===== config.mk =====
export PLATFORM = sky130hd
export DESIGN_NAME = uart_rx_framer_flat
export DESIGN_NICKNAME = d
export VERILOG_FILES = /design/src/rtl/uart_rx_framer_if.sv /design/src/rtl/uart_rx_framer.sv /design/src/flat_wrapper.sv
export SDC_FILE = /design/constraint.sdc
export NUM_CORES = 1
export LEC_CHECK = 0
export CORE_ASPECT_RATIO = 1.5
export CORE_MARGIN = 10
export CORE_UTILIZATION = 50
export CTS_CLUSTER_DIAMETER = 150
export DETAILED_ROUTE_END_ITERATION = 12
export PLACE_DENSITY = 0.77
export SLEW_MARGIN = 20
export SYNTH_ARGS = -nofsm -noshare
export SYNTH_HDL_FRONTEND = slang
export SYNTH_SLANG_ARGS = --single-unit

===== constraint.sdc =====
create_clock -name clk -period 3.66 [get_ports clk]
set_input_delay 0.732 -clock clk [delete_from_list [all_inputs] [get_ports clk]]
set_output_delay 0.732 -clock clk [all_outputs]
set_load 0.02 [all_outputs]

===== src/rtl/uart_rx_framer_if.sv =====
// Serial receive bundle between the RS232 framer and its surroundings:
// the raw line and baud-generator handshake in, the decoded byte and
// per-frame status flags out.
interface uart_rx_framer_if;
  logic       rs232_rx;
  logic       clk_bps;
  logic       bps_start;
  logic [7:0] rx_data;
  logic       rx_int;
  logic       rx_valid;
  logic       frame_err;
  logic       parity_err;

  // The framer itself: consumes the line and bit-centre strobes, drives status
  modport master (
    input  rs232_rx,
    input  clk_bps,
    output bps_start,
    output rx_data,
    output rx_int,
    output rx_valid,
    output frame_err,
    output parity_err
  );

  // The surroundings: line driver, baud generator and downstream consumer
  modport slave (
    output rs232_rx,
    output clk_bps,
    input  bps_start,
    input  rx_data,
    input  rx_int,
    input  rx_valid,
    input  frame_err,
    input  parity_err
  );
endinterface


===== src/rtl/uart_rx_framer.sv =====
// RS232 receive framer. The line is resynchronised through a short flop
// chain, a falling edge that survives two clocks starts a frame, and the
// external baud generator's bit-centre strobes step the frame through
// start, 8 data bits (LSB first), optional even parity and stop.
module uart_rx_framer #(
  parameter int PARITY_EN = 0
) (
  input  logic              clk,
  input  logic              rst_n,
  uart_rx_framer_if.master  bus
);

  typedef enum logic [2:0] {
    IDLE,
    START,
    DATA,
    PARITY,
    STOP
  } state_t;

  state_t     state;
  state_t     state_next;

  logic       s0;
  logic       s1;
  logic       s2;
  logic       s3;
  logic       start_cond;

  logic [3:0] bit_cnt;
  logic [3:0] bit_cnt_next;
  logic [3:0] bit_cnt_inc;
  logic [7:0] shift;
  logic [7:0] shift_next;
  logic       parity_fail;
  logic       parity_fail_next;
  logic       busy;
  logic       busy_next;
  logic [7:0] data_q;
  logic [7:0] data_next;
  logic       valid_q;
  logic       valid_next;
  logic       ferr_q;
  logic       ferr_next;
  logic       perr_q;
  logic       perr_next;

  // Two high samples followed by two low samples; a one-clock dip never
  // shows up in both s1 and s0 at once, so it cannot start a frame.
  assign start_cond = s3 & s2 & ~s1 & ~s0;

  // Counter saturates at 10 (start + 8 data + parity) instead of wrapping
  assign bit_cnt_inc = (bit_cnt < 4'd10) ? bit_cnt + 4'd1 : bit_cnt;

  // Resynchronise the asynchronous line; idle-high so reset looks like idle
  always_ff @(posedge clk or negedge rst_n) begin
    if (!rst_n) begin
      s0 <= 1'b1;
      s1 <= 1'b1;
      s2 <= 1'b1;
      s3 <= 1'b1;
    end else begin
      s0 <= bus.rs232_rx;
      s1 <= s0;
      s2 <= s1;
      s3 <= s2;
    end
  end

  // Frame state register
  always_ff @(posedge clk or negedge rst_n) begin
    if (!rst_n) begin
      state <= IDLE;
    end else begin
      state <= state_next;
    end
  end

  // Next-state and next-datapath decode; flags default low so they pulse
  always_comb begin
    state_next       = state;
    bit_cnt_next     = bit_cnt;
    shift_next       = shift;
    parity_fail_next = parity_fail;
    busy_next        = busy;
    data_next        = data_q;
    valid_next       = 1'b0;
    ferr_next        = 1'b0;
    perr_next        = 1'b0;

    case (state)
      IDLE: begin
        if (start_cond) begin
          state_next       = START;
          busy_next        = 1'b1;
          bit_cnt_next     = 4'd0;
          parity_fail_next = 1'b0;
        end
      end

      START: begin
        if (bus.clk_bps) begin
          if (s2) begin
            state_next = IDLE;
            busy_next  = 1'b0;
          end else begin
            state_next   = DATA;
            bit_cnt_next = bit_cnt_inc;
          end
        end
      end

      DATA: begin
        if (bus.clk_bps) begin
          shift_next   = {s2, shift[7:1]};
          bit_cnt_next = bit_cnt_inc;
          if (bit_cnt == 4'd8) begin
            state_next = (PARITY_EN != 0) ? PARITY : STOP;
          end
        end
      end

      PARITY: begin
        if (bus.clk_bps) begin
          parity_fail_next = (s2 != (^shift));
          bit_cnt_next     = bit_cnt_inc;
          state_next       = STOP;
        end
      end

      STOP: begin
        if (bus.clk_bps) begin
          state_next = IDLE;
          busy_next  = 1'b0;
          if (!s2) begin
            ferr_next = 1'b1;
          end else if (parity_fail) begin
            perr_next = (PARITY_EN != 0);
          end else begin
            data_next  = shift;
            valid_next = 1'b1;
          end
        end
      end

      default: begin
        state_next = IDLE;
        busy_next  = 1'b0;
      end
    endcase
  end

  // Datapath and registered outputs
  always_ff @(posedge clk or negedge rst_n) begin
    if (!rst_n) begin
      bit_cnt     <= 4'd0;
      shift       <= 8'h00;
      parity_fail <= 1'b0;
      busy        <= 1'b0;
      data_q      <= 8'h00;
      valid_q     <= 1'b0;
      ferr_q      <= 1'b0;
      perr_q      <= 1'b0;
    end else begin
      bit_cnt     <= bit_cnt_next;
      shift       <= shift_next;
      parity_fail <= parity_fail_next;
      busy        <= busy_next;
      data_q      <= data_next;
      valid_q     <= valid_next;
      ferr_q      <= ferr_next;
      perr_q      <= perr_next;
    end
  end

  assign bus.bps_start  = busy;
  assign bus.rx_int     = busy;
  assign bus.rx_data    = data_q;
  assign bus.rx_valid   = valid_q;
  assign bus.frame_err  = ferr_q;
  assign bus.parity_err = perr_q;

endmodule

===== src/flat_wrapper.sv =====
// flat-port wrapper written by rule: the top's interface ports become plain ports
module uart_rx_framer_flat 
#(
  parameter int PARITY_EN = 0
)
  (clk, rst_n, bus_rs232_rx, bus_clk_bps, bus_bps_start, bus_rx_data, bus_rx_int, bus_rx_valid, bus_frame_err, bus_parity_err);
  uart_rx_framer_if bus_i ();
  input  logic clk;
  input  logic rst_n;
  input wire logic [$bits(bus_i.rs232_rx)-1:0] bus_rs232_rx;
  input wire logic [$bits(bus_i.clk_bps)-1:0] bus_clk_bps;
  output wire logic [$bits(bus_i.bps_start)-1:0] bus_bps_start;
  output wire logic [$bits(bus_i.rx_data)-1:0] bus_rx_data;
  output wire logic [$bits(bus_i.rx_int)-1:0] bus_rx_int;
  output wire logic [$bits(bus_i.rx_valid)-1:0] bus_rx_valid;
  output wire logic [$bits(bus_i.frame_err)-1:0] bus_frame_err;
  output wire logic [$bits(bus_i.parity_err)-1:0] bus_parity_err;
  assign bus_i.rs232_rx = bus_rs232_rx;
  assign bus_i.clk_bps = bus_clk_bps;
  assign bus_bps_start = bus_i.bps_start;
  assign bus_rx_data = bus_i.rx_data;
  assign bus_rx_int = bus_i.rx_int;
  assign bus_rx_valid = bus_i.rx_valid;
  assign bus_frame_err = bus_i.frame_err;
  assign bus_parity_err = bus_i.parity_err;
  uart_rx_framer #(.PARITY_EN(PARITY_EN)) u_core (.clk(clk), .rst_n(rst_n), .bus(bus_i));
endmodule

Yosys cells after proc, flatten, opt, wreduce, memory -nomap -nowiden
Cells that the tools add are included.
W data, S select, Z words.
{"block": "word_totals", "wordCells": 76, "input_bits": 4, "out_inout_bits": 13, "register_bits": 31}
{"block": "classes", "bitwise": 7, "add_sub_neg": 1, "reduce_logical": 11, "n_lt_le_gt_ge": 1, "muxes": 29, "n_eq_ne": 15}
{"cell": "$mux W4", "n": 5}
{"cell": "$mux W3", "n": 6}
{"cell": "$pmux W3 S5", "n": 1}
{"cell": "$mux W1", "n": 13}
{"cell": "$pmux W4 S3", "n": 1}
{"cell": "$ne A2 B2 Y1 const B", "n": 5}
{"cell": "$reduce_and A5 Y1", "n": 2}
{"cell": "$ne A2 B1 Y1 const B", "n": 4}
{"cell": "$reduce_xor A8 Y1", "n": 1}
{"cell": "$eq A3 B2 Y1 const B", "n": 2}
{"cell": "$reduce_and A6 Y1", "n": 1}
{"cell": "$add A4 B1 Y4 const B", "n": 1}
{"cell": "$eq A4 B4 Y1 const B", "n": 1}
{"cell": "$lt A4 B4 Y1 const B", "n": 1}
{"cell": "$not A1 Y1", "n": 4}
{"cell": "$pmux W1 S4", "n": 1}
{"cell": "$reduce_and A4 Y1", "n": 1}
{"cell": "$and A1 B1 Y1", "n": 3}
{"cell": "$eq A3 B1 Y1 const B", "n": 1}
{"cell": "$eq A3 B3 Y1 const B", "n": 1}
{"cell": "$logic_not A3 Y1", "n": 1}
{"cell": "$reduce_and A3 Y1", "n": 1}
{"cell": "$reduce_bool A3 Y1", "n": 1}
{"cell": "$mux W2", "n": 1}
{"cell": "other kinds (5)", "n": 5}

Depth between registers and ports, before layout
{"block": "logic_depth", "ltp_word": 5, "ltp_mapped": 6, "mapped_depth_nobuf": 6}

Worst setup path after synthesis
OpenSTA, ideal clock, no wires.
{"block": "synth_path", "kind": "input-to-reg", "from": "in bus_clk_bps", "to": "reg u_core.shift[0]", "required_time_ns": 3.535, "setup_time_ns": 0.125, "setup_slack_ns": 1.970, "t_arrival_ns": 1.565, "path_stages": 4, "path_buffers": 0, "cell_sequence": "nor2b_4 nand2_1 nor2_2 mux2_2"}
{"block": "synth_between", "elab_chain_cells": 1}
{"element": "start, declared", "line_no": "flat_wrapper.sv:11", "rtl": "input wire logic [$bits(bus_i.clk_bps)-1:0] bus_clk_bps;"}
{"element": "$reduce_and A2 Y1 (no source line)"}
{"element": "end signal, assigned", "line_no": "uart_rx_framer.sv:166", "rtl": "shift <= shift_next;"}
{"element": "end, declared", "line_no": "uart_rx_framer.sv:33", "rtl": "logic [7:0] shift;"}
No other way between the ends.
A chain may end at the register's enable or synchronous reset.

Worst setup path after layout
{"block": "layout_path", "from": "in bus_clk_bps", "to": "reg u_core.shift[4]"}
The elaborated chain is that of the path after synthesis.

==> results_dict.tcl <==
set metrics [dict create \
    clockRootBuffer "clkbuf_8" \
    yosysMostFrequentCell "dfrtp_1" \
    synth-seq-cells 31 \
    finalClockSkew_ns 0.00409 \
    dr.pass1.iters 2 \
    synth-edff-count 0 \
    p_leak_uw 0.000774 \
    drtAntennaViolNets 0 \
    async_flop_share 1.00 \
    worstRegToRegCells 4 \
    r2r_slack_ns 1.89 \
    hold_viol_final 0 \
    port_buffers 15 \
    cts_buffers 5 \
    worstHoldPathType "flop to flop" \
    grt_overflow 0 \
    min_period_ns 2.22 \
    clock_path_buffers 2 \
    dieArea_um2 5370 \
    synthCells 108 \
    maxSlewViolCount 0 \
    status "complete, no violations" \
    placementRows 23 \
    ys_seq_area_frac 0.556 \
    p_per_area_nw_per_um2 664 \
    setup_viol 0 \
    min_from "u_core.s0$_DFF_PN1_" \
    reg2reg_to "u_core.bus.rx_data[2]$_DFFE_PN0P_" \
    syn-cell-area_um2 1400 \
    max_freq_mhz 451 \
    core_um2 2680 \
    ys_top_cells_by_area "dfrtp_1 (48%), mux2_2 (13%), dfstp_2 (7.5%), xnor2_1 (2.5%), nor2_1 (1.9%)" \
    crit_path_start_kind "input pin" \
    io_pins 17 \
    whs_endpoint "u_core.s1$_DFF_PN1_" \
    cp.arrival_ns 2.39 \
    finish.utilization 0.625 \
    final_cells 164 \
    yosysWarnings 0 \
    reg2reg_from "u_core.state[1]$_DFFE_PN0P_" \
    area_delta_synth_final_pct 19.1 \
    grt_pass1_vias 963 \
    ys.flop_type "dfrtp_1" \
    setup_tns_ns 0 \
    hold_ws_ns 0.367 \
    rsz0062_at_grt "false" \
    start_util 0.525 \
    cap_viol_max_count 0 \
    fin_crit_sh 0.606 \
    track_usage 0.105 \
    fin_nets 132 \
    drive_gt1_frac 0.276 \
    crit_type "input pin to flop" \
    dp_slack_ns 1.16 \
    vias 887 \
    wl_um 2560 \
    cts_sinks 31 \
    grt_max_degree 32 \
    die-width_um 63.3 \
    min_delay_path_depth 0 \
    grt_first_pass_wirelength_um 4370 \
    synth_top_cells_by_count "dfrtp_1 (27), mux2_2 (16), nor2_1 (7)" \
    cts_tree "built" \
    place.gp.congestion 0.871 \
    cts_resized 0 \
    cp-end-kind "flop" \
    die_h_um 84.9 \
    diodes 0 \
    critPathMaxFanout 8 \
    cts_setup_buffers 0 \
    yosysUniqueCellTypes 38 \
    avgViaCountPerCell 5.41 \
    cts_max_level 2 \
    synth.avg_cell_area_um2 13.0 \
    crit_required_ns 3.83 \
    clk_latency_ns 0.29 \
    fin_ws_ns 1.44 \
    place_hpwl_um 1780 \
    cts_hold_buf 0 \
    synth_top_area_share 0.481 \
    antenna_found_initial 0 \
    dpl.cell_count 156 \
    clk_pin_slew_ns 0.06 \
    routedWlPerCell_um 15.6 \
    drt_iter0_drc 10 \
    synth_nets 114 \
    yosysTopAreaCell "dfrtp_1" \
    ir_drop_mv 0.428 \
    drc 0 \
    fillCellCount 225 \
]
sequential cells by signal, summed over array words and instances, names as in the netlist:
signal / count
u_core.state: 3
u_core.s0: 1
u_core.bus.frame_err: 1
u_core.s1: 1
u_core.parity_fail: 1
u_core.shift: 8
u_core.bus.bps_start: 1
u_core.bus.rx_valid: 1
u_core.bus.rx_data: 8
u_core.s3: 1
u_core.s2: 1
u_core.bit_cnt: 4
metal layers:
layer	up-vias	GRT usage	wire length, um
met2	17	0.182	1390
met3	10	0.0526	163
li1	407	-	-
met4	0	0.0699	91
met5	-	0	0
met1	453	0.0926	915
layout make-up:
class | count | area [um^2] | area share
multi-input combinational | 69 | 576 | 0.344
tap | 37 | 46.3 | 0.0277
timing repair buffer | 16 | 158 | 0.0943
clock buffer | 8 | 100 | 0.0599
inverter | 3 | 11.3 | 0.00674
sequential | 31 | 781 | 0.467
logic make-up (layout without fill, tap and decap cells):
group,count (synthesis),in the layout,share of synthesized area
flops,31,31,0.556
simple gates,27,27,0.127
mux,16,16,0.128
compound gates,15,15,0.0740
xor+xnor,8,8,0.0597
buf+inv,8,27,0.0339
fa+ha+maj,2,2,0.0178
other cells,1,1,0.00267
through the flow:
step           total power, uW  cell area, um^2
6_report                  1110             1670
5_1_grt                   1180             1670
4_1_cts                   1120             1670
3_5_place_dp               820             1570
3_3_place_gp               806             1570
2_1_floorplan              740             1400
cells in the final DEF (no fill, tap or decap), types with 2 or more instances in the layout:
master	netlist	routed
dfrtp_1	27	27
mux2_2	16	16
clkdlybuf4s50_1	0	15
nor2_1	7	7
clkbuf_8	0	7
o21ai_0	4	4
nand3_1	4	4
xnor2_1	4	4
dfstp_2	4	4
inv_1	3	3
nand2_1	3	3
a21oi_1	3	3
xor2_1	3	3
nor2b_1	2	2
ha_1	2	2
critical path, cell delays in order:
cell             delay (ns)
clkdlybuf4s50_1        0.61
nor2b_4                0.24
nand2_1                0.08
nor2_2                 0.34
mux2_2                 0.39
report_power, final:
part           internal, uW  switching, uW
clock                   171            124
sequential              413           87.2
combinational           179            135
worst max-delay path by stage:
stage / start / to
after floorplan: bus_clk_bps / u_core.shift[0]$_DFFE_PN0P_
after global placement: bus_clk_bps / u_core.shift[6]$_DFFE_PN0P_
after detailed placement: bus_clk_bps / u_core.shift[4]$_DFFE_PN0P_
after CTS: bus_clk_bps / u_core.shift[4]$_DFFE_PN0P_
after global routing: bus_clk_bps / u_core.shift[5]$_DFFE_PN0P_
final: bus_clk_bps / u_core.shift[4]$_DFFE_PN0P_
No activity file was read; power rests on OpenSTA's default activity.
